===== src/rtl/alu_result_select.sv =====
// alu_result_select: picks one of M N-bit candidate results by channel index
// and buffers it in a two-entry skid stage (output register + skid register)
// with a valid/ready handshake on both sides.
// Index values >= M yield a zero result tagged with out_err.
// Optional feature macro ALU_RESULT_ZERO_FLAG_EN: when defined, each stored
// entry carries a zero flag (result == 0). When undefined, out_zero is tied
// low and no zero-detect logic is built.
module alu_result_select #(
  parameter  int N  = 4,
  parameter  int M  = 10,
  localparam int SW = $clog2(M)
) (
  input  logic                clk,
  input  logic                rst_n,
  input  logic [M-1:0][N-1:0] in_data,
  input  logic [SW-1:0]       in_sel,
  input  logic                in_valid,
  output logic                in_ready,
  output logic [N-1:0]        out_data,
  output logic                out_zero,
  output logic                out_err,
  output logic                out_valid,
  input  logic                out_ready
);

  // The channel count widened by one bit so that it can be compared against
  // in_sel even when M is a power of two.
  localparam logic [SW:0] M_LIM = (SW+1)'(M);

  typedef enum logic [1:0] {
    ST_EMPTY = 2'd0,
    ST_ONE   = 2'd1,
    ST_TWO   = 2'd2
  } state_e;

  state_e      state_q;
  logic        out_valid_q;
  logic        in_ready_q;

  logic [N-1:0] or_data_q, or_data_d;
  logic         or_err_q,  or_err_d;
  logic [N-1:0] sr_data_q, sr_data_d;
  logic         sr_err_q,  sr_err_d;

  logic [N-1:0] cap_data;
  logic         cap_err;

  logic accept;
  logic pop;
  logic load_or;
  logic load_sr;
  logic shift_sr;

  // Select the candidate named by in_sel. An out-of-range index matches no
  // channel, so the default of zero is what gets captured.
  // NOTE: every signal written in always_comb gets a default first; a path that leaves it unassigned would infer a latch.
  always_comb begin
    cap_data = '0;
    for (int i = 0; i < M; i++) begin
      if (in_sel == SW'(i)) cap_data = in_data[i];
    end
  end

  assign cap_err = ({1'b0, in_sel} >= M_LIM);

  // Handshake events and the datapath moves they cause in each state.
  assign accept   = in_valid && in_ready_q;
  assign pop      = out_valid_q && out_ready;
  assign load_or  = accept && ((state_q == ST_EMPTY) || ((state_q == ST_ONE) && pop));
  assign load_sr  = accept && (state_q == ST_ONE) && !pop;
  assign shift_sr = pop && (state_q == ST_TWO);

  // Control FSM: occupancy state with registered out_valid / in_ready.
  // NOTE: sequential state is updated with non-blocking assignments only, so every flop samples pre-edge values.
  always_ff @(posedge clk) begin
    if (!rst_n) begin
      state_q     <= ST_EMPTY;
      out_valid_q <= 1'b0;
      in_ready_q  <= 1'b1;
    end else begin
      case (state_q)
        ST_EMPTY: begin
          if (accept) begin
            state_q     <= ST_ONE;
            out_valid_q <= 1'b1;
            in_ready_q  <= 1'b1;
          end
        end
        ST_ONE: begin
          if (accept && !pop) begin
            state_q     <= ST_TWO;
            out_valid_q <= 1'b1;
            in_ready_q  <= 1'b0;
          end else if (pop && !accept) begin
            state_q     <= ST_EMPTY;
            out_valid_q <= 1'b0;
            in_ready_q  <= 1'b1;
          end
        end
        ST_TWO: begin
          if (pop) begin
            state_q     <= ST_ONE;
            out_valid_q <= 1'b1;
            in_ready_q  <= 1'b1;
          end
        end
        default: begin
          state_q     <= ST_EMPTY;
          out_valid_q <= 1'b0;
          in_ready_q  <= 1'b1;
        end
      endcase
    end
  end

  // Next contents of the output and skid registers; everything holds unless
  // the FSM moves an entry in.
  always_comb begin
    or_data_d = or_data_q;
    or_err_d  = or_err_q;
    sr_data_d = sr_data_q;
    sr_err_d  = sr_err_q;
    if (load_or) begin
      or_data_d = cap_data;
      or_err_d  = cap_err;
    end else if (shift_sr) begin
      or_data_d = sr_data_q;
      or_err_d  = sr_err_q;
    end
    if (load_sr) begin
      sr_data_d = cap_data;
      sr_err_d  = cap_err;
    end
  end

  // Entry storage for the output and skid registers.
  // NOTE: data registers are reset too, because the outputs must read zero after reset and stale skid contents must never resurface.
  always_ff @(posedge clk) begin
    if (!rst_n) begin
      or_data_q <= '0;
      or_err_q  <= 1'b0;
      sr_data_q <= '0;
      sr_err_q  <= 1'b0;
    end else begin
      or_data_q <= or_data_d;
      or_err_q  <= or_err_d;
      sr_data_q <= sr_data_d;
      sr_err_q  <= sr_err_d;
    end
  end

`ifdef ALU_RESULT_ZERO_FLAG_EN
  logic cap_zero;
  logic or_zero_q, or_zero_d;
  logic sr_zero_q, sr_zero_d;

  // Error entries carry zero data, so they also raise the zero flag.
  assign cap_zero = (cap_data == '0);

  // Zero flag follows its entry through the same moves as the data.
  always_comb begin
    or_zero_d = or_zero_q;
    sr_zero_d = sr_zero_q;
    if (load_or)       or_zero_d = cap_zero;
    else if (shift_sr) or_zero_d = sr_zero_q;
    if (load_sr)       sr_zero_d = cap_zero;
  end

  // Zero flag storage alongside each entry.
  always_ff @(posedge clk) begin
    if (!rst_n) begin
      or_zero_q <= 1'b0;
      sr_zero_q <= 1'b0;
    end else begin
      or_zero_q <= or_zero_d;
      sr_zero_q <= sr_zero_d;
    end
  end

  assign out_zero = or_zero_q;
`else
  assign out_zero = 1'b0;
`endif

  assign in_ready  = in_ready_q;
  assign out_valid = out_valid_q;
  assign out_data  = or_data_q;
  assign out_err   = or_err_q;

endmodule


===== config.mk =====
export PLATFORM = sky130hd
export DESIGN_NAME = alu_result_select
export DESIGN_NICKNAME = d
export VERILOG_FILES = /design/src/rtl/alu_result_select.sv
export SDC_FILE = /design/constraint.sdc
export NUM_CORES = 1
export LEC_CHECK = 0
export ABC_AREA = 1
export CAP_MARGIN = 15
export CORE_MARGIN = 2
export CORE_UTILIZATION = 25
export DETAILED_ROUTE_END_ITERATION = 10
export PLACE_DENSITY_LB_ADDON = 0.2
export RECOVER_POWER = 25
export SYNTH_ARGS = -nofsm -noshare
export SYNTH_HDL_FRONTEND = slang
export SYNTH_SLANG_ARGS = --single-unit
export TNS_END_PERCENT = 1

===== constraint.sdc =====
create_clock -name clk -period 2.16 [get_ports clk]
set_input_delay 0.432 -clock clk [delete_from_list [all_inputs] [get_ports clk]]
set_output_delay 0.432 -clock clk [all_outputs]
set_load 0.01 [all_outputs]

==> metrics.md, run 1 <==
| Metric | Value |
|---|---|
| Status | finished clean |
| Reg area | 280 um2 |
| DR top layer | met4 |
| VDD IR max | 0.305 mV |
| Core area | 0.00400 mm2 |
| Synth Cell Area | 0.00104 mm2 |
| Synth unique cells | 26 |
| Setup total negative slack | 0 ns |
| Worst-skew pair later-pin latency | 0.24 ns |
| Met1 WL | 1520 um |
| Rows | 23 |
| Synth warn | 0 |
| HPWL after detailed placement | 2650 um |
| Clock Skew | 0.000814 ns |
| Fin util | 0.426 |
| Die Wd | 68.4 um |
| Wire length per cell | 11.2 um |
| Post-synth EDFFs | 0 |
| Largest delay contributor family on the critical path | buffers and inverters |
| Root buffer cell | clkbuf_8 |
| DP Cell Count | 282 |
| DRC viols | 0 |
| Max Buffers Root-to-Sink | 2 |
| Worst Min Path Start | out_data[3]$_SDFFE_PN0P_ |
| Crit-path cells | dlygate4sd3_1, nand2_1, inv_1, nor3_1, buf_4, o21ai_0, a31oi_1 |
| # hold bufs at CTS | 0 |
| Synth top area share | 0.271 |
| WP data required | 2.32 ns |
| Die area | 0.00468 mm2 |
| Routed Antenna Nets | 0 |
| Die Span Y | 68.4 um |
| Total GRT Usage | 0.154 |
| Worst setup EP type | flip-flop |
| Wire length on met3 | 226 um |
| # diodes | 0 |
| CP max-delay cell | dlygate4sd3_1 |
| CP bufs+invs | 3 |
| CTS tree | done |
| Top cells by count, synth | 47 x nand2_1, 31 x nor2_1, 21 x inv_1 |
| CP Launch Point | out_ready |
| First-pass GRT wire length | 5400 um |
| Routed wl met2 | 1420 um |
| Top Ports | 56 |
| Largest net degree at the start of global routing | 11 |
| Synth Instances | 173 |
| Worst setup SP type | primary input |
| Multi-input gate area | 643 um2 |
| Fin crit share | 0.862 |
| Worst r2r src | state_q[0]$_SDFFE_PN0P_ |
| # port buffers | 54 |
| Most numerous cell in the Yosys netlist | nand2_1 |
| Final hold viol count | 0 |
| Via count | 1288 |
| CP Data Arrival Time | 2.02 ns |
| FF+latch count, synth | 14 |
| Crit Path Max Fanout | 6 |
| Tmin final | 1.86 ns |
| Num CTS Buffers | 3 |
| CP Class | primary input to flip-flop |
| Ys async rst share | 0 |
| Clock Pin Slew Worst Setup and Hold Paths | 0.05 ns |
| Post-CTS sizing | 0 |
| Final WL | 3190 um |
| Leakage | 0.742 nW |
| GRT Residual Overflow | 0 |
| Hold Path Class | flip-flop to flip-flop |
| Initial Utilization | 0.259 |
| Final #Nets | 285 |
| Ys flop type | dfxtp_1 |
| Syn_area_per_cell | 5.99 um2 |
| Synth area leader | dfxtp_1 |
| Vias in the first global route | 1186 |
| Fill count | 437 |
| Max-cap viol count | 0 |
| Syn nets | 221 |
| Setup Buffers After CTS | 0 |
| Final Non-Filler Cells | 285 |
| RSZ-0062 raised after global routing | false |
| GP Congestion | 0.774 |
| Clk sinks | 14 |
| Initial antenna violation count | 0 |
| Final max-slew violation count | 0 |
| Area grow syn2layout | 64.4% |
| Share of layout cells above drive strength 1 | 0.0979 |
| Max Clk Rate | 537 MHz |
| Area contributors post-synth | dfxtp_1 27%, nand2_1 17%, nor2_1 11% |
| Seq/Total Area, Yosys | 0.271 |
| CTS H-tree lvls | 1 |
| DRT iter0 DRCs | 47 |
| Via-to-Cell Ratio | 4.52 |
| First-pass DRT Iterations | 4 |
| Pwr dens | 478 mW/mm2 |
| Final Setup Violations | 0 |
| Crit-path max cell delay | 0.53 ns |
## through the flow
stage               setup WS (ns)  hold slack [ns]  total power [mW]  area, um2
floorplan                   0.762            0.459             0.457       1040
detailed placement         0.0748            0.459             0.620       1680
finish                      0.298            0.463             0.814       1700
CTS                         0.327            0.468             0.838       1720
global placement           0.0264            0.453             0.620       1680
global route               0.0813            0.482             0.879       1700
## path summary, 6_finish.rpt
| check | to | slack (ns) | depth (start not counted) |
|---|---|---|---|
| min | out_data[3]$_SDFFE_PN0P_ | 0.46 | 2 |
| max reg2reg | sr_data_q[3]$_SDFFE_PN0P_ | 0.69 | 5 |
| max | sr_data_q[3]$_SDFFE_PN0P_ | 0.30 | 7 |
| min reg2reg | out_data[3]$_SDFFE_PN0P_ | 0.46 | 2 |
## worst register-to-register path, delay by kind of cell, from the launching register on
kind | cells | cell delay [ns]
compound gates | 2 | 0.25
buf+inv | 2 | 0.32
flops | 1 | 0.49
simple gates | 1 | 0.33
## power by group
part	switching (mW)	internal [mW]
clock network	0.0870	0.123
registers	0.0231	0.287
logic	0.135	0.158
total	0.245	0.569
## routing by layer
layer | GRT usage | vias to the layer above
met5 | 0 | -
met4 | 0.0150 | 0
met3 | 0.0493 | 5
met2 | 0.255 | 36
met1 | 0.201 | 566
li1 | - | 681
## cell type report
type / count / share of cell area
multi-input cells: 133 / 0.378
repair buffers: 60 / 0.342
flip-flops and latches: 14 / 0.165
inverters: 25 / 0.0551
well taps: 50 / 0.0367
clock buffers: 3 / 0.0242
## state kept, by name, summed over array words and instances, names as in the netlist
signal     flops
out_valid      1
out_err        1
sr_err_q       1
state_q        2
in_ready       1
sr_data_q      4
out_data       4
## layout by cell type, fill, tap and decap left out
cell type / synthesis / final
a21oi_1: 7 / 7
a21oi_4: 1 / 1
a22o_1: 1 / 1
a31oi_1: 3 / 3
a41oi_1: 1 / 1
and3_1: 1 / 1
and3_2: 1 / 1
buf_4: 1 / 5
clkbuf_1: 0 / 1
clkbuf_8: 0 / 3
clkdlybuf4s50_1: 0 / 51
conb_1: 1 / 1
dfxtp_1: 14 / 14
dlygate4sd3_1: 0 / 3
inv_1: 21 / 21
inv_2: 4 / 4
nand2_1: 47 / 47
nand3_1: 14 / 14
nand3_4: 1 / 1
nand4_1: 7 / 7
nor2_1: 31 / 31
nor2_2: 3 / 3
nor3_1: 1 / 2
nor3_2: 1 / 1
o21ai_0: 6 / 6
o21ai_1: 1 / 1
o21ai_2: 2 / 2
or2_2: 1 / 1
xnor2_2: 1 / 1
## logic make-up (layout without fill, tap and decap cells)
family / Yosys count / count (layout) / synth area share
flip-flops: 14 / 14 / 0.271
AND/OR/NAND/NOR: 109 / 109 / 0.477
AO/OA/AOI/OAI: 22 / 22 / 0.135
other: 1 / 1 / 0.00362
XOR/XNOR: 1 / 1 / 0.0157
buffers and inverters: 26 / 88 / 0.0978
(Power assumes the default switching activity.)
==> run 2: changes to the inputs <==
CORE_MARGIN = 10   (was 2)
clock period = 1.9 ns   (was 2.16 ns; I/O delays follow)
==> metrics.md, run 2 (synthesis results as in run 1) <==
| Metric | Value |
|---|---|
| DP Cell Count | 292 |
| Worst Min Path Start | out_data[3]$_SDFFE_PN0P_ |
| Clock Pin Slew Worst Setup and Hold Paths | 0.06 ns |
| Commonest non-fill, non-tap cell in the layout | clkdlybuf4s50_1 |
| Routed Antenna Nets | 0 |
| # port buffers | 54 |
| Initial Utilization | 0.259 |
| Final Non-Filler Cells | 296 |
| Initial antenna violation count | 0 |
| Leakage | 0.830 nW |
| Final Setup Violations | 0 |
| CP Class | primary input to flip-flop |
| Num CTS Buffers | 3 |
| Wire length per cell | 12.0 um |
| Share of layout cells above drive strength 1 | 0.138 |
| Crit-path max cell delay | 0.45 ns |
| Clk sinks | 14 |
| Die Span Y | 84.4 um |
| Max Clk Rate | 628 MHz |
| Final max-slew violation count | 0 |
| Worst setup EP type | flip-flop |
| Crit-path cells | clkdlybuf4s50_1, nand2_1, nor3_1, nor2_1, buf_4, a22o_1, inv_1, a21oi_1 |
| Multi-input gate area | 637 um2 |
| Die area | 0.00712 mm2 |
| Total GRT Usage | 0.0982 |
| Hold Path Sink | out_data[3]$_SDFFE_PN0P_ |
| Worst setup SP type | primary input |
| Tmin final | 1.59 ns |
| Via-to-Cell Ratio | 4.20 |
| R2R Path End | out_valid$_SDFFE_PN0P_ |
| Fin util | 0.450 |
| # diodes | 0 |
| First-pass DRT Iterations | 4 |
| RSZ-0062 raised after global routing | false |
| GRT Residual Overflow | 0 |
| Max-cap viol count | 0 |
| Core area | 0.00400 mm2 |
| Reg2Reg Depth | 7 |
| Final #Nets | 295 |
| Vias in the first global route | 1244 |
| Worst r2r src | state_q[0]$_SDFFE_PN0P_ |
| CP max-delay cell | clkdlybuf4s50_1 |
| Setup total negative slack | 0 ns |
| First-pass GRT wire length | 5890 um |
| Pwr dens | 551 mW/mm2 |
| Root buffer cell | clkbuf_8 |
| Area grow syn2layout | 73.7% |
| Crit Path Max Fanout | 7 |
| GP Congestion | 0.821 |
| Rows | 23 |
| Most frequent cells in the layout | 50 x clkdlybuf4s50_1, 47 x nand2_1, 30 x nor2_1, 21 x inv_1, 16 x buf_4 |
| DRC viols | 0 |
| Final WL | 3560 um |
| Final hold viol count | 0 |
| HPWL after detailed placement | 3040 um |
| Max Buffers Root-to-Sink | 2 |
| Fill count | 431 |
| Die Wd | 84.4 um |
| Reg area | 280 um2 |
| Largest net degree at the start of global routing | 11 |
| WP data required | 2.03 ns |
| Worst-skew pair later-pin latency | 0.25 ns |
| Top Ports | 56 |
| Hold Path Depth | 2 |
| Worst R2R Setup Slack | 0.44 ns |
| Fin Hold WS | 0.465 ns |
| CTS tree | done |
| Status | finished clean |
| VDD IR max | 0.406 mV |
| Fin crit share | 0.838 |
| DRT iter0 DRCs | 31 |
| Hold Path Class | flip-flop to flip-flop |
| Clock Skew | 0.00213 ns |
| Via count | 1244 |
| CP Data Arrival Time | 1.72 ns |
| CTS H-tree lvls | 1 |
-- run 2: per-layer routing --
layer	GRT usage	wire length, um	share of wire
met4	0.0135	11	0.0031
met1	0.129	1720	0.48
met3	0.0357	208	0.058
met2	0.153	1620	0.45
met5	0	0	0
-- run 2: worst max-delay path: cells and delay by family --
| kind | cells | cell delay (ns) |
|---|---|---|
| compound gates | 2 | 0.23 |
| buf+inv | 3 | 0.67 |
| simple gates | 3 | 0.45 |
-- run 2: area by class of cell --
type	instances	share of cell area
inverters	25	0.0522
well taps	50	0.0348
repair buffers	70	0.373
clock buffers	4	0.0306
multi-input cells	133	0.354
flip-flops and latches	14	0.156
-- run 2: power by group --
part           internal (mW)  switching, mW  leakage, nW
Combinational          0.195          0.154        0.687
Clock                  0.184          0.109       0.0288
Sequential             0.326         0.0244        0.115
-- run 2: timing repair --
item / in CTS / in global routing
gates resized for setup: 0 / 6
setup endpoints to repair: 0 / 4
setup buffers: 0 / 0
hold buffers: 0 / 0
-- run 2: stage by stage --
step	setup WS (ns)	cell area, um2	power [mW]
5_1_grt	0.177	1800	1.07
3_5_place_dp	-0.192	1750	0.718
6_report	0.307	1800	0.992
3_3_place_gp	-0.178	1750	0.718
2_1_floorplan	0.554	1040	0.519
4_1_cts	0.0725	1810	1.01
-- run 2: how the worst max path moves through the flow --
stage	endpoint	slack, ns	cells past startpoint	from
finish	out_data[0]$_SDFFE_PN0P_	0.31	8	out_ready
global route	sr_data_q[1]$_SDFFE_PN0P_	0.18	7	out_ready
CTS	sr_data_q[2]$_SDFFE_PN0P_	0.07	12	in_sel[1]
detailed placement	sr_data_q[2]$_SDFFE_PN0P_	-0.19	12	in_sel[1]
global placement	sr_data_q[2]$_SDFFE_PN0P_	-0.18	12	in_sel[1]
floorplan	sr_data_q[2]$_SDFFE_PN0P_	0.55	6	out_ready
